### src/rtl/rng_entropy_sched_if.sv
// Handshake bundle between the entropy scheduler, its two requesters and the
// TRNG core. The scheduler sits on the slave side; the requester/TRNG
// environment drives the master side.
interface rng_entropy_sched_if;
  logic       sw_flush;
  logic       sw_req;
  logic       prng_req;
  logic       ent_ack;
  logic       ehr_valid;
  logic       trng_err;
  logic       rnd_src_en;
  logic       ehr_clr;
  logic       sw_gnt;
  logic       prng_gnt;
  logic       ent_valid;
  logic       ent_fail;
  logic [1:0] fail_code;
  logic [3:0] retry_cnt;
  logic       sched_busy;

  modport master (
    output sw_flush, sw_req, prng_req, ent_ack, ehr_valid, trng_err,
    input  rnd_src_en, ehr_clr, sw_gnt, prng_gnt, ent_valid, ent_fail,
           fail_code, retry_cnt, sched_busy
  );

  modport slave (
    input  sw_flush, sw_req, prng_req, ent_ack, ehr_valid, trng_err,
    output rnd_src_en, ehr_clr, sw_gnt, prng_gnt, ent_valid, ent_fail,
           fail_code, retry_cnt, sched_busy
  );
endinterface

### src/rtl/rng_entropy_sched.sv
// TRNG entropy scheduler: arbitrates round-robin between the software path
// and the PRNG reseed path, runs the noise source for the granted owner,
// retries on health-test errors, enforces a per-attempt timeout and hands the
// EHR block (or a failure code) to the owner with a valid/ack handshake.
module rng_entropy_sched #(
  parameter int unsigned MAX_RETRY   = 3,
  parameter int unsigned TIMEOUT_CYC = 65535,
  parameter int unsigned TMR_W       = 16
) (
  input logic               rng_clk,
  input logic               rst,
  rng_entropy_sched_if.slave bus
);

  typedef enum logic [2:0] {
    IDLE,
    COLLECT,
    RESTART,
    DELIVER,
    FAIL
  } state_t;

  localparam logic [TMR_W-1:0] TMR_LAST  = TMR_W'(TIMEOUT_CYC - 1);
  localparam logic [3:0]       RETRY_MAX = 4'(MAX_RETRY);
  localparam logic [1:0]       CODE_RETRY   = 2'b01;
  localparam logic [1:0]       CODE_TIMEOUT = 2'b10;

  state_t           state, state_nxt;
  logic [TMR_W-1:0] timer, timer_nxt;
  logic [3:0]       retry, retry_nxt;
  logic [1:0]       code, code_nxt;
  logic             sw_gnt_r, sw_gnt_nxt;
  logic             prng_gnt_r, prng_gnt_nxt;
  logic             last_sw, last_sw_nxt;
  logic             clr_r, clr_nxt;
  logic             src_r, src_nxt;
  logic             owner_req;
  logic             any_req;
  logic             win_prng;
  logic [3:0]       retry_inc;

  // The owner's own request line decides whether a COLLECT is aborted; PRNG
  // takes a tie only when software was the last one served.
  always_comb begin
    owner_req = (sw_gnt_r & bus.sw_req) | (prng_gnt_r & bus.prng_req);
    any_req   = bus.sw_req | bus.prng_req;
    win_prng  = bus.prng_req & (~bus.sw_req | last_sw);
    retry_inc = retry + 4'd1;
  end

  // Next-state and next-output decode; every output is registered so the
  // TRNG sees glitch-free enable and clear controls.
  always_comb begin
    state_nxt    = state;
    timer_nxt    = timer;
    retry_nxt    = retry;
    code_nxt     = code;
    sw_gnt_nxt   = sw_gnt_r;
    prng_gnt_nxt = prng_gnt_r;
    last_sw_nxt  = last_sw;
    clr_nxt      = 1'b0;
    src_nxt      = 1'b0;

    if (bus.sw_flush) begin
      state_nxt    = IDLE;
      timer_nxt    = '0;
      retry_nxt    = '0;
      code_nxt     = '0;
      sw_gnt_nxt   = 1'b0;
      prng_gnt_nxt = 1'b0;
    end else begin
      case (state)
        IDLE: begin
          if (any_req) begin
            state_nxt    = COLLECT;
            timer_nxt    = '0;
            retry_nxt    = '0;
            code_nxt     = '0;
            prng_gnt_nxt = win_prng;
            sw_gnt_nxt   = ~win_prng;
            last_sw_nxt  = ~win_prng;
            src_nxt      = 1'b1;
          end
        end

        COLLECT: begin
          timer_nxt = timer + 1'b1;
          if (bus.trng_err) begin
            retry_nxt = retry_inc;
            if (retry_inc < RETRY_MAX) begin
              state_nxt = RESTART;
              timer_nxt = '0;
              clr_nxt   = 1'b1;
            end else begin
              state_nxt = FAIL;
              code_nxt  = CODE_RETRY;
            end
          end else if (bus.ehr_valid) begin
            state_nxt = DELIVER;
          end else if (timer == TMR_LAST) begin
            state_nxt = FAIL;
            code_nxt  = CODE_TIMEOUT;
          end else if (!owner_req) begin
            state_nxt    = IDLE;
            clr_nxt      = 1'b1;
            sw_gnt_nxt   = 1'b0;
            prng_gnt_nxt = 1'b0;
          end else begin
            src_nxt = 1'b1;
          end
        end

        RESTART: begin
          state_nxt = COLLECT;
          timer_nxt = '0;
          src_nxt   = 1'b1;
        end

        DELIVER: begin
          if (bus.ent_ack) begin
            state_nxt    = IDLE;
            clr_nxt      = 1'b1;
            sw_gnt_nxt   = 1'b0;
            prng_gnt_nxt = 1'b0;
          end
        end

        FAIL: begin
          if (bus.ent_ack) begin
            state_nxt    = IDLE;
            clr_nxt      = 1'b1;
            code_nxt     = '0;
            sw_gnt_nxt   = 1'b0;
            prng_gnt_nxt = 1'b0;
          end
        end

        default: begin
          state_nxt    = IDLE;
          sw_gnt_nxt   = 1'b0;
          prng_gnt_nxt = 1'b0;
          code_nxt     = '0;
        end
      endcase
    end
  end

  // State and output registers; only a true reset rewinds the arbitration
  // pointer so a software flush does not disturb fairness.
  always_ff @(posedge rng_clk) begin
    if (rst) begin
      state      <= IDLE;
      timer      <= '0;
      retry      <= '0;
      code       <= '0;
      sw_gnt_r   <= 1'b0;
      prng_gnt_r <= 1'b0;
      last_sw    <= 1'b1;
      clr_r      <= 1'b0;
      src_r      <= 1'b0;
    end else begin
      state      <= state_nxt;
      timer      <= timer_nxt;
      retry      <= retry_nxt;
      code       <= code_nxt;
      sw_gnt_r   <= sw_gnt_nxt;
      prng_gnt_r <= prng_gnt_nxt;
      last_sw    <= last_sw_nxt;
      clr_r      <= clr_nxt;
      src_r      <= src_nxt;
    end
  end

  assign bus.rnd_src_en = src_r;
  assign bus.ehr_clr    = clr_r;
  assign bus.sw_gnt     = sw_gnt_r;
  assign bus.prng_gnt   = prng_gnt_r;
  assign bus.ent_valid  = (state == DELIVER);
  assign bus.ent_fail   = (state == FAIL);
  assign bus.fail_code  = code;
  assign bus.retry_cnt  = retry;
  assign bus.sched_busy = (state != IDLE);

endmodule

### src/flat_wrapper.sv
// flat-port wrapper written by rule: the top's interface ports become plain ports
module rng_entropy_sched_flat 
#(
  parameter int unsigned MAX_RETRY   = 3,
  parameter int unsigned TIMEOUT_CYC = 65535,
  parameter int unsigned TMR_W       = 16
)
  (rng_clk, rst, bus_sw_flush, bus_sw_req, bus_prng_req, bus_ent_ack, bus_ehr_valid, bus_trng_err, bus_rnd_src_en, bus_ehr_clr, bus_sw_gnt, bus_prng_gnt, bus_ent_valid, bus_ent_fail, bus_fail_code, bus_retry_cnt, bus_sched_busy);
  rng_entropy_sched_if bus_i ();
  input logic rng_clk;
  input logic rst;
  input wire logic [$bits(bus_i.sw_flush)-1:0] bus_sw_flush;
  input wire logic [$bits(bus_i.sw_req)-1:0] bus_sw_req;
  input wire logic [$bits(bus_i.prng_req)-1:0] bus_prng_req;
  input wire logic [$bits(bus_i.ent_ack)-1:0] bus_ent_ack;
  input wire logic [$bits(bus_i.ehr_valid)-1:0] bus_ehr_valid;
  input wire logic [$bits(bus_i.trng_err)-1:0] bus_trng_err;
  output wire logic [$bits(bus_i.rnd_src_en)-1:0] bus_rnd_src_en;
  output wire logic [$bits(bus_i.ehr_clr)-1:0] bus_ehr_clr;
  output wire logic [$bits(bus_i.sw_gnt)-1:0] bus_sw_gnt;
  output wire logic [$bits(bus_i.prng_gnt)-1:0] bus_prng_gnt;
  output wire logic [$bits(bus_i.ent_valid)-1:0] bus_ent_valid;
  output wire logic [$bits(bus_i.ent_fail)-1:0] bus_ent_fail;
  output wire logic [$bits(bus_i.fail_code)-1:0] bus_fail_code;
  output wire logic [$bits(bus_i.retry_cnt)-1:0] bus_retry_cnt;
  output wire logic [$bits(bus_i.sched_busy)-1:0] bus_sched_busy;
  assign bus_i.sw_flush = bus_sw_flush;
  assign bus_i.sw_req = bus_sw_req;
  assign bus_i.prng_req = bus_prng_req;
  assign bus_i.ent_ack = bus_ent_ack;
  assign bus_i.ehr_valid = bus_ehr_valid;
  assign bus_i.trng_err = bus_trng_err;
  assign bus_rnd_src_en = bus_i.rnd_src_en;
  assign bus_ehr_clr = bus_i.ehr_clr;
  assign bus_sw_gnt = bus_i.sw_gnt;
  assign bus_prng_gnt = bus_i.prng_gnt;
  assign bus_ent_valid = bus_i.ent_valid;
  assign bus_ent_fail = bus_i.ent_fail;
  assign bus_fail_code = bus_i.fail_code;
  assign bus_retry_cnt = bus_i.retry_cnt;
  assign bus_sched_busy = bus_i.sched_busy;
  rng_entropy_sched #(.MAX_RETRY(MAX_RETRY), .TIMEOUT_CYC(TIMEOUT_CYC), .TMR_W(TMR_W)) u_core (.rng_clk(rng_clk), .rst(rst), .bus(bus_i));
endmodule
### config.mk
export PLATFORM = sky130hd
export DESIGN_NAME = rng_entropy_sched_flat
export DESIGN_NICKNAME = d
export VERILOG_FILES = /design/src/rtl/rng_entropy_sched_if.sv /design/src/rtl/rng_entropy_sched.sv /design/src/flat_wrapper.sv
export SDC_FILE = /design/constraint.sdc
export NUM_CORES = 1
export LEC_CHECK = 0
export ABC_AREA = 1
export ABC_CLOCK_PERIOD_IN_PS = 1800
export CAP_MARGIN = 20
export CORE_MARGIN = 2
export CORE_UTILIZATION = 26
export CTS_BUF_LIST = sky130_fd_sc_hd__clkbuf_8
export DETAILED_ROUTE_END_ITERATION = 8
export SLEW_MARGIN = 40
export SYNTH_ARGS = -nofsm -noshare
export SYNTH_HDL_FRONTEND = slang
export SYNTH_SLANG_ARGS = --single-unit
### constraint.sdc
create_clock -name rng_clk -period 1.8 [get_ports rng_clk]
set_input_delay 0.18 -clock rng_clk [delete_from_list [all_inputs] [get_ports rng_clk]]
set_output_delay 0.18 -clock rng_clk [all_outputs]
set_load 0.1 [all_outputs]
# After elaboration in Yosys (flattened, before gate mapping)
# Cells that the tools add are included.
op_classes:
  addsub: 2
  n_mul: 0
  div: 0
  n_lt_le_gt_ge: 1
  eq_ne: 17
  shifts: 0
  n_mux: 44
  bitwise_logic: 11
  reduce_logical: 13
op_table:
  columns: ["cell", "count"]
  rows:
  - ["16-bit 2-to-1 mux", 3]
  - ["16-bit one-hot mux with 3 select lines", 1]
  - ["3-bit 2-to-1 mux", 7]
  - ["1-bit 2-to-1 mux", 18]
  - ["16-bit by 1-bit adder with 16-bit output (second input constant)", 1]
  - ["16-bit == test (second input constant)", 1]
  - ["2-bit 2-to-1 mux", 6]
  - ["2-bit inequality test (second input constant)", 6]
  - ["3-bit one-hot mux with 4 select lines", 1]
  - ["3-bit AND reduction", 3]
  - ["4-bit 2-to-1 mux", 2]
  - ["1-bit one-hot mux with 4 select lines", 2]
  - ["2-bit one-hot mux with 4 select lines", 1]
  - ["4-bit one-hot mux with 2 select lines", 1]
  - ["7-bit AND reduction", 1]
  - ["3-bit by 2-bit == test with 1-bit output (second input constant)", 2]
  - ["3-bit inequality test (second input constant)", 2]
  - ["6-bit AND reduction", 1]
  - ["3-bit nonzero test", 2]
  - ["2-bit OR reduction", 3]
  - ["5-bit inequality test (second input constant)", 1]
  - ["1-bit NOT", 5]
  - ["4-bit by 1-bit adder with 4-bit output (second input constant)", 1]
  - ["4-bit by 2-bit < comparator with 1-bit output (second input constant)", 1]
  - ["other kinds (11)", 16]
totals:
  ff_bits: 30
  latchBits: 0
  mem_bits_rw: 0
  mem_bits_ro: 0
  out_inout_bits: 13
  word_cells: 97
  n_memories: 0

# Longest topological paths before layout
# Gate-level depths: netlist of the first run.
depth:
  ltp_word: 7
  mapped_depth: 11
  mapped_depth_nobuf: 11

# Worst setup path after synthesis of the first run
# OpenSTA, ideal clock, no wires.
synth_path:
  path_kind: "flip-flop to flip-flop"
  startpoint: "register u_core.retry[1], in the netlist u_core.bus.retry_cnt[1]"
  endpoint: "register u_core.timer[6]"
  arrival_ps: 2100
  t_required_ps: 1684
  path_slack_ps: -416
  path_stages_with_launch: 12
  period_less_slack_ps: 2216
  path_cell_list: "dfxtp_1 ha_1 inv_1 nand2_1 nand2_1 nor2_1 nand3_1 nand2_1 nand2_2 nand2_2 buf_4 nor2_1"
synth_via:
  elab_chain_cells: 5
synth_rtl:
  columns: ["element", "line_no", "text"]
  rows:
  - ["start: declaration", "rng_entropy_sched.sv:30", "logic [3:0] retry, retry_nxt;"]
  - ["start signal: assignment", "rng_entropy_sched.sv:164", "retry <= retry_nxt;"]
  - ["4-bit by 1-bit adder with 4-bit output", "rng_entropy_sched.sv:48", "retry_inc = retry + 4'd1;"]
  - ["4-bit by 2-bit < comparator with 1-bit output", "rng_entropy_sched.sv:90", "if (retry_inc < RETRY_MAX) begin"]
  - ["16-bit 2-to-1 mux", "rng_entropy_sched.sv:90", null]
  - ["16-bit 2-to-1 mux", "rng_entropy_sched.sv:88", "if (bus.trng_err) begin"]
  - ["16-bit one-hot mux with 3 select lines", "rng_entropy_sched.sv:72", "case (state)"]
  - ["end signal: assignment", "rng_entropy_sched.sv:163", "timer <= timer_nxt;"]
  - ["end: declaration", "rng_entropy_sched.sv:29", "logic [TMR_W-1:0] timer, timer_nxt;"]
# Every way passes these cells.
# A chain may end at the register's enable or synchronous reset.

# Worst setup path in the final report of the first run
layout_path:
  startpoint: "register u_core.retry[0], in the netlist u_core.bus.retry_cnt[0]"
  endpoint: "register u_core.timer[8]"
# The elaborated chain is that of the path after synthesis.

==> insert_results.sql, run 1 <==
INSERT INTO impl_metrics (metric_group, metric, value, unit) VALUES
('outcome', 'status', 'complete, no violations', ''),
('timing', 'maxSlewViolCount', '0', ''),
('logic_synthesis', 'postSynthCellCount', '246', ''),
('clock_network', 'worst_skew_pair.late_latency', '0.29', 'ns'),
('critical_path', 'worstPathMaxFanout', '14', ''),
('critical_path', 'rrSetupSlack', '0.23', 'ns'),
('timing', 'rsz0062_at_grt', 'no', ''),
('die', 'rows', '29', ''),
('critical_path', 'critical_path.reg2reg.startpoint', 'u_core.bus.retry_cnt[0]$_SDFFE_PP0P_', ''),
('critical_path', 'critical-path-top-cell-by-count', 'nand2_1', ''),
('global_routing', 'groute.usage.overall', '12.4', '%'),
('die', 'die_height', '84.0', 'µm'),
('timing', 'setup_total_negative_slack', '0', 'ns'),
('hold_path', 'hold_start', 'u_core.last_sw$_SDFFE_PP1P_', ''),
('clock_network', 'postCtsHoldBufs', '0', ''),
('critical_path', 'startpoint', 'u_core.bus.retry_cnt[0]$_SDFFE_PP0P_', ''),
('logic_synthesis', 'ys_seq_area_share', '36.1', '%'),
('critical_path', 'critical_path_required', '1.97', 'ns'),
('global_routing', 'grt_overflow_total', '0', ''),
('routing', 'drt_iter0_markers', '89', ''),
('clock_network', 'cts_clk_pin_slew_worst_paths', '0.06', 'ns'),
('clock_network', 'cts_max_level', '2', ''),
('timing', 'worst_slew_margin_rel', '75.1', '%'),
('timing', 'max_clock_freq', '0.638', 'GHz'),
('critical_path', 'critical_path.max_stage_delay', '0.36', 'ns'),
('logic_synthesis', 'count_of_state_elements_after_synthesis', '30', ''),
('timing', 'min_period_over_period', '87.1', '%'),
('hold_path', 'worstHoldPathType', 'flop to flop', ''),
('logic_synthesis', 'synth-warning-count', '0', ''),
('power', 'maximum_vdd_ir_drop', '0.307', 'mV'),
('clock_network', 'tritoncts', 'done', ''),
('routing', 'drt-vias-per-instance', '4.76', ''),
('timing', 'worst_pin_slew', '0.370', 'ns'),
('finish', 'n_antenna_cell', '0', ''),
('timing', 'final_worst_path_period_need', '1.57', 'ns'),
('timing', 'hold_viol', '0', ''),
('routing', 'drtAntennaViolNets', '0', ''),
('global_routing', 'grt_pass1_wl', '7000', 'µm'),
('clock_network', 'cts.repair.resized', '0', ''),
('die', 'ioPinCount', '21', ''),
('global_routing', 'first_global_vias', '1618', ''),
('finish', 'fin_nets', '287', ''),
('routing', 'drt_first_pass_iters', '4', ''),
('hold_path', 'hold_depth', '2', ''),
('clock_network', 'cts.repair_timing.setup_buffer_count', '0', ''),
('routing', 'num_vias', '1682', ''),
('global_routing', 'grt_start_max_net_pins', '15', ''),
('finish', 'fillers', '667', ''),
('place', 'post-dp-hpwl', '2980', 'µm'),
('job', 'max_cap_viol_count', '0', ''),
('finish', 'syn_to_final_growth', '24.6', '%'),
('critical_path', 'critical_path.startpoint_type', 'flop', ''),
('hold_path', 'hold_ep', 'u_core.last_sw$_SDFFE_PP1P_', ''),
('clock_network', 'cts_root_buf', 'clkbuf_8', ''),
('timing', 'finClkSkew', '0.00627', 'ns'),
('routing', 'wire_per_inst', '10.9', 'µm'),
('logic_synthesis', 'synth_cell_types', '31', ''),
('critical_path', 'worstRegToRegCells', '9', ''),
('critical_path', 'arrival', '1.73', 'ns'),
('critical_path', 'worstReg2RegEnd', 'u_core.timer[8]$_SDFFE_PP0P_', ''),
('die', 'design.die.area', '7050', 'µm²'),
('critical_path', 'critical_path.cell_chain', 'ha_1, nand2_1, nand2_1, nor2_1, nand3_1, nand2_1, nand2_2, nand2_2, nor3_1', ''),
('routing', 'drc', '0', ''),
('logic_synthesis', 'syn_area', '1660', 'µm²'),
('place', 'globalplace.congestion', '0.850', ''),
('clock_network', 'clock-sinks', '30', ''),
('power', 'power_leakage', '0.842', 'nW'),
('clock_network', 'cts-root-to-sink-buffers', '2', ''),
('timing', 'setup_viol', '0', ''),
('logic_synthesis', 'synth.net_count', '258', ''),
('finish', 'layout-drive-gt1-share', '16.7', '%'),
('die', 'core_region_area', '6280', 'µm²'),
('critical_path', 'critPathCaptureType', 'flop', ''),
('die', 'die_width', '84.0', 'µm'),
('clock_network', 'cts_inserted_buffers', '5', ''),
('global_routing', 'number_of_antenna_violations_at_the_first_check_in_global_routing', '0', ''),
('power', 'power-per-cell-area', '733', 'nW/µm²'),
('logic_synthesis', 'syn_area_per_cell', '6.76', 'µm²'),
('power', 'power', '1.52', 'mW'),
('place', 'place.port_buffers', '20', ''),
('routing', 'drt-total-wl', '3860', 'µm'),
('critical_path', 'timing.critical_path.slowest_stage_cell', 'dfxtp_4', ''),
('die', 'floorplan.initialDensity', '26.5', '%'),
('critical_path', 'kind_of_critical_path', 'flop to flop', '');
area by class of cell:
cell class,count,area [µm²],share of cell area (%)
sequential,30,611,29.5
clock inverter,3,12.5,0.604
timing repair buffer,24,235,11.4
tap,77,96.3,4.65
multi-input combinational,184,936,45.2
inverter,30,113,5.43
clock buffer,5,68.8,3.32
through the flow:
step / setup slack, ns / utilization, % / instances / hold WS (ns) / instance area, µm²
2_1_floorplan: 0.0794 / - / 246 / 0.272 / 1680
3_3_place_gp: 0.129 / 31.7 / 345 / 0.456 / 1990
3_5_place_dp: 0.0441 / 31.7 / 345 / 0.459 / 1990
4_1_cts: 0.219 / 33.0 / 353 / 0.473 / 2070
5_1_grt: 0.0201 / 33.0 / 353 / 0.499 / 2070
6_report: 0.232 / 33.0 / 353 / 0.466 / 2070
synth_stat cells:
master | instances | area share (%)
xor2_1 | 3 | 1.6
o21ai_0 | 10 | 3.0
and2_1 | 1 | 0.38
o211a_1 | 1 | 0.60
nor3_1 | 10 | 3.0
nor2_1 | 39 | 8.8
ha_1 | 4 | 3.0
nand2_2 | 5 | 1.9
buf_6 | 1 | 0.68
xnor2_1 | 1 | 0.53
nand2_1 | 53 | 12
nor2_8 | 1 | 1.2
a21oi_1 | 14 | 4.2
inv_1 | 28 | 6.3
dfxtp_1 | 30 | 36
nor3b_1 | 1 | 0.45
a31oi_1 | 2 | 0.75
nand3_2 | 2 | 1.2
inv_2 | 2 | 0.45
or2_1 | 1 | 0.38
o21a_1 | 1 | 0.45
nor3b_2 | 1 | 0.75
nor2_2 | 4 | 1.5
o22ai_1 | 1 | 0.38
buf_4 | 1 | 0.45
o2bb2ai_1 | 1 | 0.53
nor2_4 | 1 | 0.68
or2_2 | 1 | 0.38
nand3_1 | 20 | 6.0
a21boi_0 | 1 | 0.45
nand4_1 | 5 | 1.9
critical path, delay by kind of cell (launching register included):
| family | cells | cell delay, ns |
|---|---|---|
| fa+ha+maj | 1 | 0.20 |
| flops | 1 | 0.36 |
| simple gates | 8 | 0.86 |
worst max path at each step:
stage	end	slack, ns	depth (start not counted)
finish	u_core.timer[8]$_SDFFE_PP0P_	0.23	9
detailed placement	u_core.timer[12]$_SDFFE_PP0P_	0.04	8
global placement	u_core.timer[8]$_SDFFE_PP0P_	0.13	10
CTS	u_core.timer[12]$_SDFFE_PP0P_	0.22	10
floorplan	u_core.bus.retry_cnt[2]$_SDFFE_PP0P_	0.08	7
global route	u_core.timer[14]$_SDFFE_PP0P_	0.02	10
state kept, by name (all words and copies together), names as in the netlist:
name,cells
u_core.bus.prng_gnt,1
u_core.bus.retry_cnt,4
u_core.bus.ehr_clr,1
u_core.bus.fail_code,2
u_core.state,3
u_core.last_sw,1
u_core.bus.rnd_src_en,1
u_core.bus.sw_gnt,1
u_core.timer,16
cells by family (layout without fill, tap and decap cells):
kind of cell	count (synthesis)	after routing	synth area share, %
adder cells (fa/ha/maj)	4	4	3.01
buffers and inverters	32	62	7.90
flip-flops	30	30	36.1
AND/OR/NAND/NOR	145	145	40.5
AO/OA/AOI/OAI	31	31	10.4
XOR/XNOR	4	4	2.11
routing by layer:
layer	GRT usage [%]	routed length, µm	vias up
li1	-	-	861
met2	20.9	1820	53
met1	14.8	1700	761
met3	3.36	256	7
met4	5.72	85	0
met5	0	0	-
layout by cell type (no fill, tap or decap), drive strengths merged, types with 3 or more instances in the layout:
cell / synthesis / final
nand2: 58 / 58
nor2: 45 / 45
inv: 30 / 31
dfxtp: 30 / 30
nand3: 22 / 22
buf: 2 / 17
a21oi: 14 / 14
o21ai: 10 / 10
nor3: 10 / 10
clkdlybuf4s50: 0 / 7
nand4: 5 / 5
clkbuf: 0 / 5
ha: 4 / 4
xor2: 3 / 3
where the power goes:
group	leakage [nW]	total (mW)	switching, mW	internal [mW]
Sequential	0.245	0.695	0.0155	0.680
Clock	0.0468	0.512	0.253	0.259
Combinational	0.550	0.312	0.219	0.0928
Total	0.842	1.52	0.487	1.03
(Power assumes the default switching activity.)
==> inputs of run 2 (changes only) <==
- CTS_BUF_LIST: sky130_fd_sc_hd__clkbuf_8 -> sky130_fd_sc_hd__clkbuf_8 sky130_fd_sc_hd__clkbuf_16
==> results of run 2 <==
No change in the layout: final DEF, timing and power equal those of run 1.
==> inputs of run 3 (changes only) <==
- ABC_AREA: 1 -> default
- REMOVE_ABC_BUFFERS: default -> 1
==> run 3 against run 2 <==
Net effect: the run now ends with setup timing left; register-to-register slack got worse by 0.28 ns; non-clock buffer count increased by 43; setup slack lost 0.28 ns.
==> insert_results.sql, run 3 <==
INSERT INTO impl_metrics (metric_group, metric, value, unit) VALUES
('outcome', 'status', 'finished with violations', ''),
('outcome', 'violations', 'setup timing', ''),
('critical_path', 'arrival', '2.03', 'ns'),
('logic_synthesis', 'synth-warning-count', '0', ''),
('logic_synthesis', 'yosysTopAreaCellShare', '37.0', '%'),
('finish', 'layout.cells.most_common', 'buf_4', ''),
('critical_path', 'worstPathMaxFanout', '8', ''),
('hold_path', 'hold_depth', '2', ''),
('logic_synthesis', 'synth-adder-area-share', '3.08', '%'),
('finish', 'fillers', '566', ''),
('global_routing', 'groute.usage.overall', '12.2', '%'),
('logic_synthesis', 'share_of_synthesized_cell_area_in_and_or_nand_and_nor_gates', '31.3', '%'),
('timing', 'min_period_over_period', '103', '%'),
('finish', 'n_antenna_cell', '0', ''),
('logic_synthesis', 'async_reset_ff_share', '0', '%'),
('die', 'rows', '28', ''),
('place', 'post-dp-hpwl', '2960', 'µm'),
('global_routing', 'grt_pass1_wl', '7110', 'µm'),
('clock_network', 'clock-sinks', '30', ''),
('routing', 'drt-vias-per-instance', '4.81', ''),
('critical_path', 'worstRegToRegCells', '8', ''),
('power', 'clkPwrFrac', '38.8', '%'),
('critical_path', 'rrSetupSlack', '-0.05', 'ns'),
('routing', 'drt_first_pass_iters', '6', ''),
('timing', 'hold_viol', '0', ''),
('timing', 'finalHoldWorstSlack', '0.496', 'ns'),
('logic_synthesis', 'syn_area_per_cell', '7.96', 'µm²'),
('die', 'floorplan.initialDensity', '27.1', '%'),
('clock_network', 'cts_clk_pin_slew_worst_paths', '0.07', 'ns'),
('die', 'core_region_area', '5990', 'µm²'),
('finish', 'postLayoutCellArea', '2610', 'µm²'),
('logic_synthesis', 'cell_with_the_most_instances_after_synthesis', 'nor2_1', ''),
('logic_synthesis', 'edff_count_synth', '0', ''),
('die', 'die_height', '83.0', 'µm'),
('timing', 'setup_viol', '16', ''),
('routing', 'num_vias', '1665', ''),
('logic_synthesis', 'synth_cell_types', '50', ''),
('global_routing', 'grt_start_max_net_pins', '17', ''),
('timing', 'finClkSkew', '0.00868', 'ns'),
('finish', 'stdcell_count', '346', ''),
('routing', 'drt-total-wl', '4260', 'µm'),
('logic_synthesis', 'ys_seq_area_share', '37.0', '%'),
('logic_synthesis', 'synth_compound_area_share', '15.6', '%'),
('critical_path', 'critical_path_required', '1.98', 'ns'),
('global_routing', 'number_of_antenna_violations_at_the_first_check_in_global_routing', '0', ''),
('logic_synthesis', 'netlist.top_cell.by_area', 'dfxtp_1', ''),
('place', 'dpl_cell_area', '2240', 'µm²'),
('finish', 'finish.utilization', '43.6', '%'),
('clock_network', 'cts_root_buf', 'clkbuf_8', ''),
('hold_path', 'worstHoldPathType', 'flop to flop', ''),
('routing', 'wire_per_inst', '12.3', 'µm'),
('finish', 'syn_to_final_growth', '60.9', '%'),
('logic_synthesis', 'synthXorXnorAreaFrac', '8.09', '%'),
('power', 'maximum_vdd_ir_drop', '0.270', 'mV'),
('clock_network', 'worst_skew_pair.late_latency', '0.28', 'ns'),
('finish', 'layout-drive-gt1-share', '41.0', '%'),
('routing', 'drtAntennaViolNets', '0', ''),
('critical_path', 'kind_of_critical_path', 'flop to flop', ''),
('global_routing', 'first_global_vias', '1698', ''),
('critical_path', 'critical_path.startpoint_type', 'flop', ''),
('logic_synthesis', 'synth_top_family_by_area', 'simple AND/OR/NAND/NOR gates', ''),
('timing', 'setup_total_negative_slack', '-0.487', 'ns'),
('timing', 'rsz0062_at_grt', 'yes', ''),
('clock_network', 'cts-root-to-sink-buffers', '2', ''),
('logic_synthesis', 'dominantRegCellSynth', 'dfxtp_1', ''),
('place', 'place.port_buffers', '20', ''),
('power', 'seq_power_share', '44.9', '%'),
('finish', 'largest_register', 'u_core.timer', ''),
('die', 'die_width', '83.0', 'µm'),
('finish', 'fin_nets', '282', ''),
('power', 'power', '1.51', 'mW'),
('finish', 'multiInputGateArea', '1160', 'µm²'),
('global_routing', 'grt_overflow_total', '0', ''),
('timing', 'worst_slew_margin_rel', '75.3', '%'),
('power', 'internal-power', '1.08', 'mW'),
('power', 'sw_frac_of_total', '28.2', '%'),
('job', 'max_cap_viol_count', '0', ''),
('finish', 'seq_area', '609', 'µm²'),
('logic_synthesis', 'yosys-top-cells-count', 'nor2_1, dfxtp_1, nand2_1', ''),
('routing', 'drt_iter0_markers', '74', ''),
('die', 'ioPinCount', '21', ''),
('logic_synthesis', 'count_of_state_elements_after_synthesis', '30', ''),
('timing', 'max_clock_freq', '0.540', 'GHz'),
('power', 'power-per-cell-area', '577', 'nW/µm²'),
('logic_synthesis', 'postSynthCellCount', '204', ''),
('logic_synthesis', 'muxShareOfSynthArea', '0.616', '%'),
('logic_synthesis', 'syn_area', '1620', 'µm²'),
('logic_synthesis', 'synth.top_cells.by_area', 'dfxtp_1, nor2_1, nand2_1, xnor2_1, xor2_1', ''),
('power', 'comb_power_share', '16.4', '%'),
('clock_network', 'cts_max_level', '2', ''),
('critical_path', 'critPathCaptureType', 'flop', ''),
('timing', 'maxSlewViolCount', '0', ''),
('timing', 'timing.final.ws_setup', '-0.0502', 'ns'),
('place', 'globalplace.congestion', '0.888', ''),
('clock_network', 'tritoncts', 'done', ''),
('timing', 'worst_pin_slew', '0.368', 'ns'),
('timing', 'final_worst_path_period_need', '1.85', 'ns'),
('power', 'power_leakage', '1.03', 'nW'),
('power', 'net-switching-power', '425', 'µW'),
('finish', 'largest_reg_flops', '16', ''),
('place', 'place_worst_setup_slack', '-0.118', 'ns'),
('place', 'place.detailed.instances', '333', ''),
('routing', 'drc', '0', ''),
('clock_network', 'cts_inserted_buffers', '5', ''),
('die', 'design.die.area', '6890', 'µm²'),
('finish', 'final_cell_mix', 'buf_4, dfxtp_1, nor2_1, nand2_1, nor2_4', '');
## run 3: cell count changes after synthesis, moves of 4 or more
cell / delta
nand2_1: -31
or3_1: +4
xnor2_1: +7
nand3_1: -13
inv_1: -21
nor3_1: -8
xor2_1: +4
nand2_2: -5
## run 3: final cells by class
type / instances / share of cell area [%]
well taps: 75 / 3.59
inverters: 7 / 1.01
clock inverters: 2 / 0.479
multi-input cells: 159 / 44.2
repair buffers: 67 / 24.2
clock buffers: 6 / 3.16
flip-flops and latches: 30 / 23.3
## run 3: routing by layer
layer | track usage (%) | part of all wire [%] | routed length, µm | up-vias
met5 | 0 | 0 | 0 | -
met4 | 4.17 | 1.0 | 44 | 0
met3 | 3.58 | 3.5 | 149 | 6
met2 | 22.1 | 52 | 2210 | 27
met1 | 13.4 | 44 | 1860 | 787
li1 | - | - | - | 845
## run 3: worst max-delay path, cell delays in order, from the launching register on
cell       delay (ns)
dfxtp_4          0.38
ha_4             0.16
nand2_2          0.05
or4_4            0.47
o41a_1           0.17
nand2_1          0.09
a21o_2           0.19
clkbuf_16        0.19
nor2_2           0.05
## run 3: timing repair
| action | 4_1_cts | 5_1_grt |
|---|---|---|
| pin swaps | 8 | 24 |
| setup buffers | 0 | 4 |
| gates cloned | 0 | 1 |
| setup endpoints to repair | 21 | 25 |
| hold buffers | 0 | 0 |
| resized for setup | 13 | 45 |
## run 3: power by group through the flow
stage	logic (mW)	clock network, mW	registers, mW
5_1_grt	0.265	0.634	0.678
3_3_place_gp	0.220	0	0.693
3_5_place_dp	0.220	0	0.693
2_1_floorplan	0.0812	0	0.727
6_report	0.247	0.585	0.677
4_1_cts	0.225	0.606	0.678
## run 3: logic make-up (layout without fill, tap and decap cells)
group	Yosys count	after routing
buffers and inverters	15	82
adder cells (fa/ha/maj)	4	4
XOR/XNOR	15	15
AND/OR/NAND/NOR	101	101
AO/OA/AOI/OAI	38	38
multiplexers	1	1
flip-flops	30	30
## run 3: worst paths after layout
check | from | end
hold reg to reg | u_core.bus.fail_code[0]$_SDFFE_PP0P_ | u_core.bus.fail_code[0]$_SDFFE_PP0P_
setup reg to reg | u_core.bus.retry_cnt[0]$_SDFFE_PP0P_ | u_core.timer[14]$_SDFFE_PP0P_
hold / removal | u_core.bus.fail_code[0]$_SDFFE_PP0P_ | u_core.bus.fail_code[0]$_SDFFE_PP0P_
setup / recovery | u_core.bus.retry_cnt[0]$_SDFFE_PP0P_ | u_core.timer[14]$_SDFFE_PP0P_
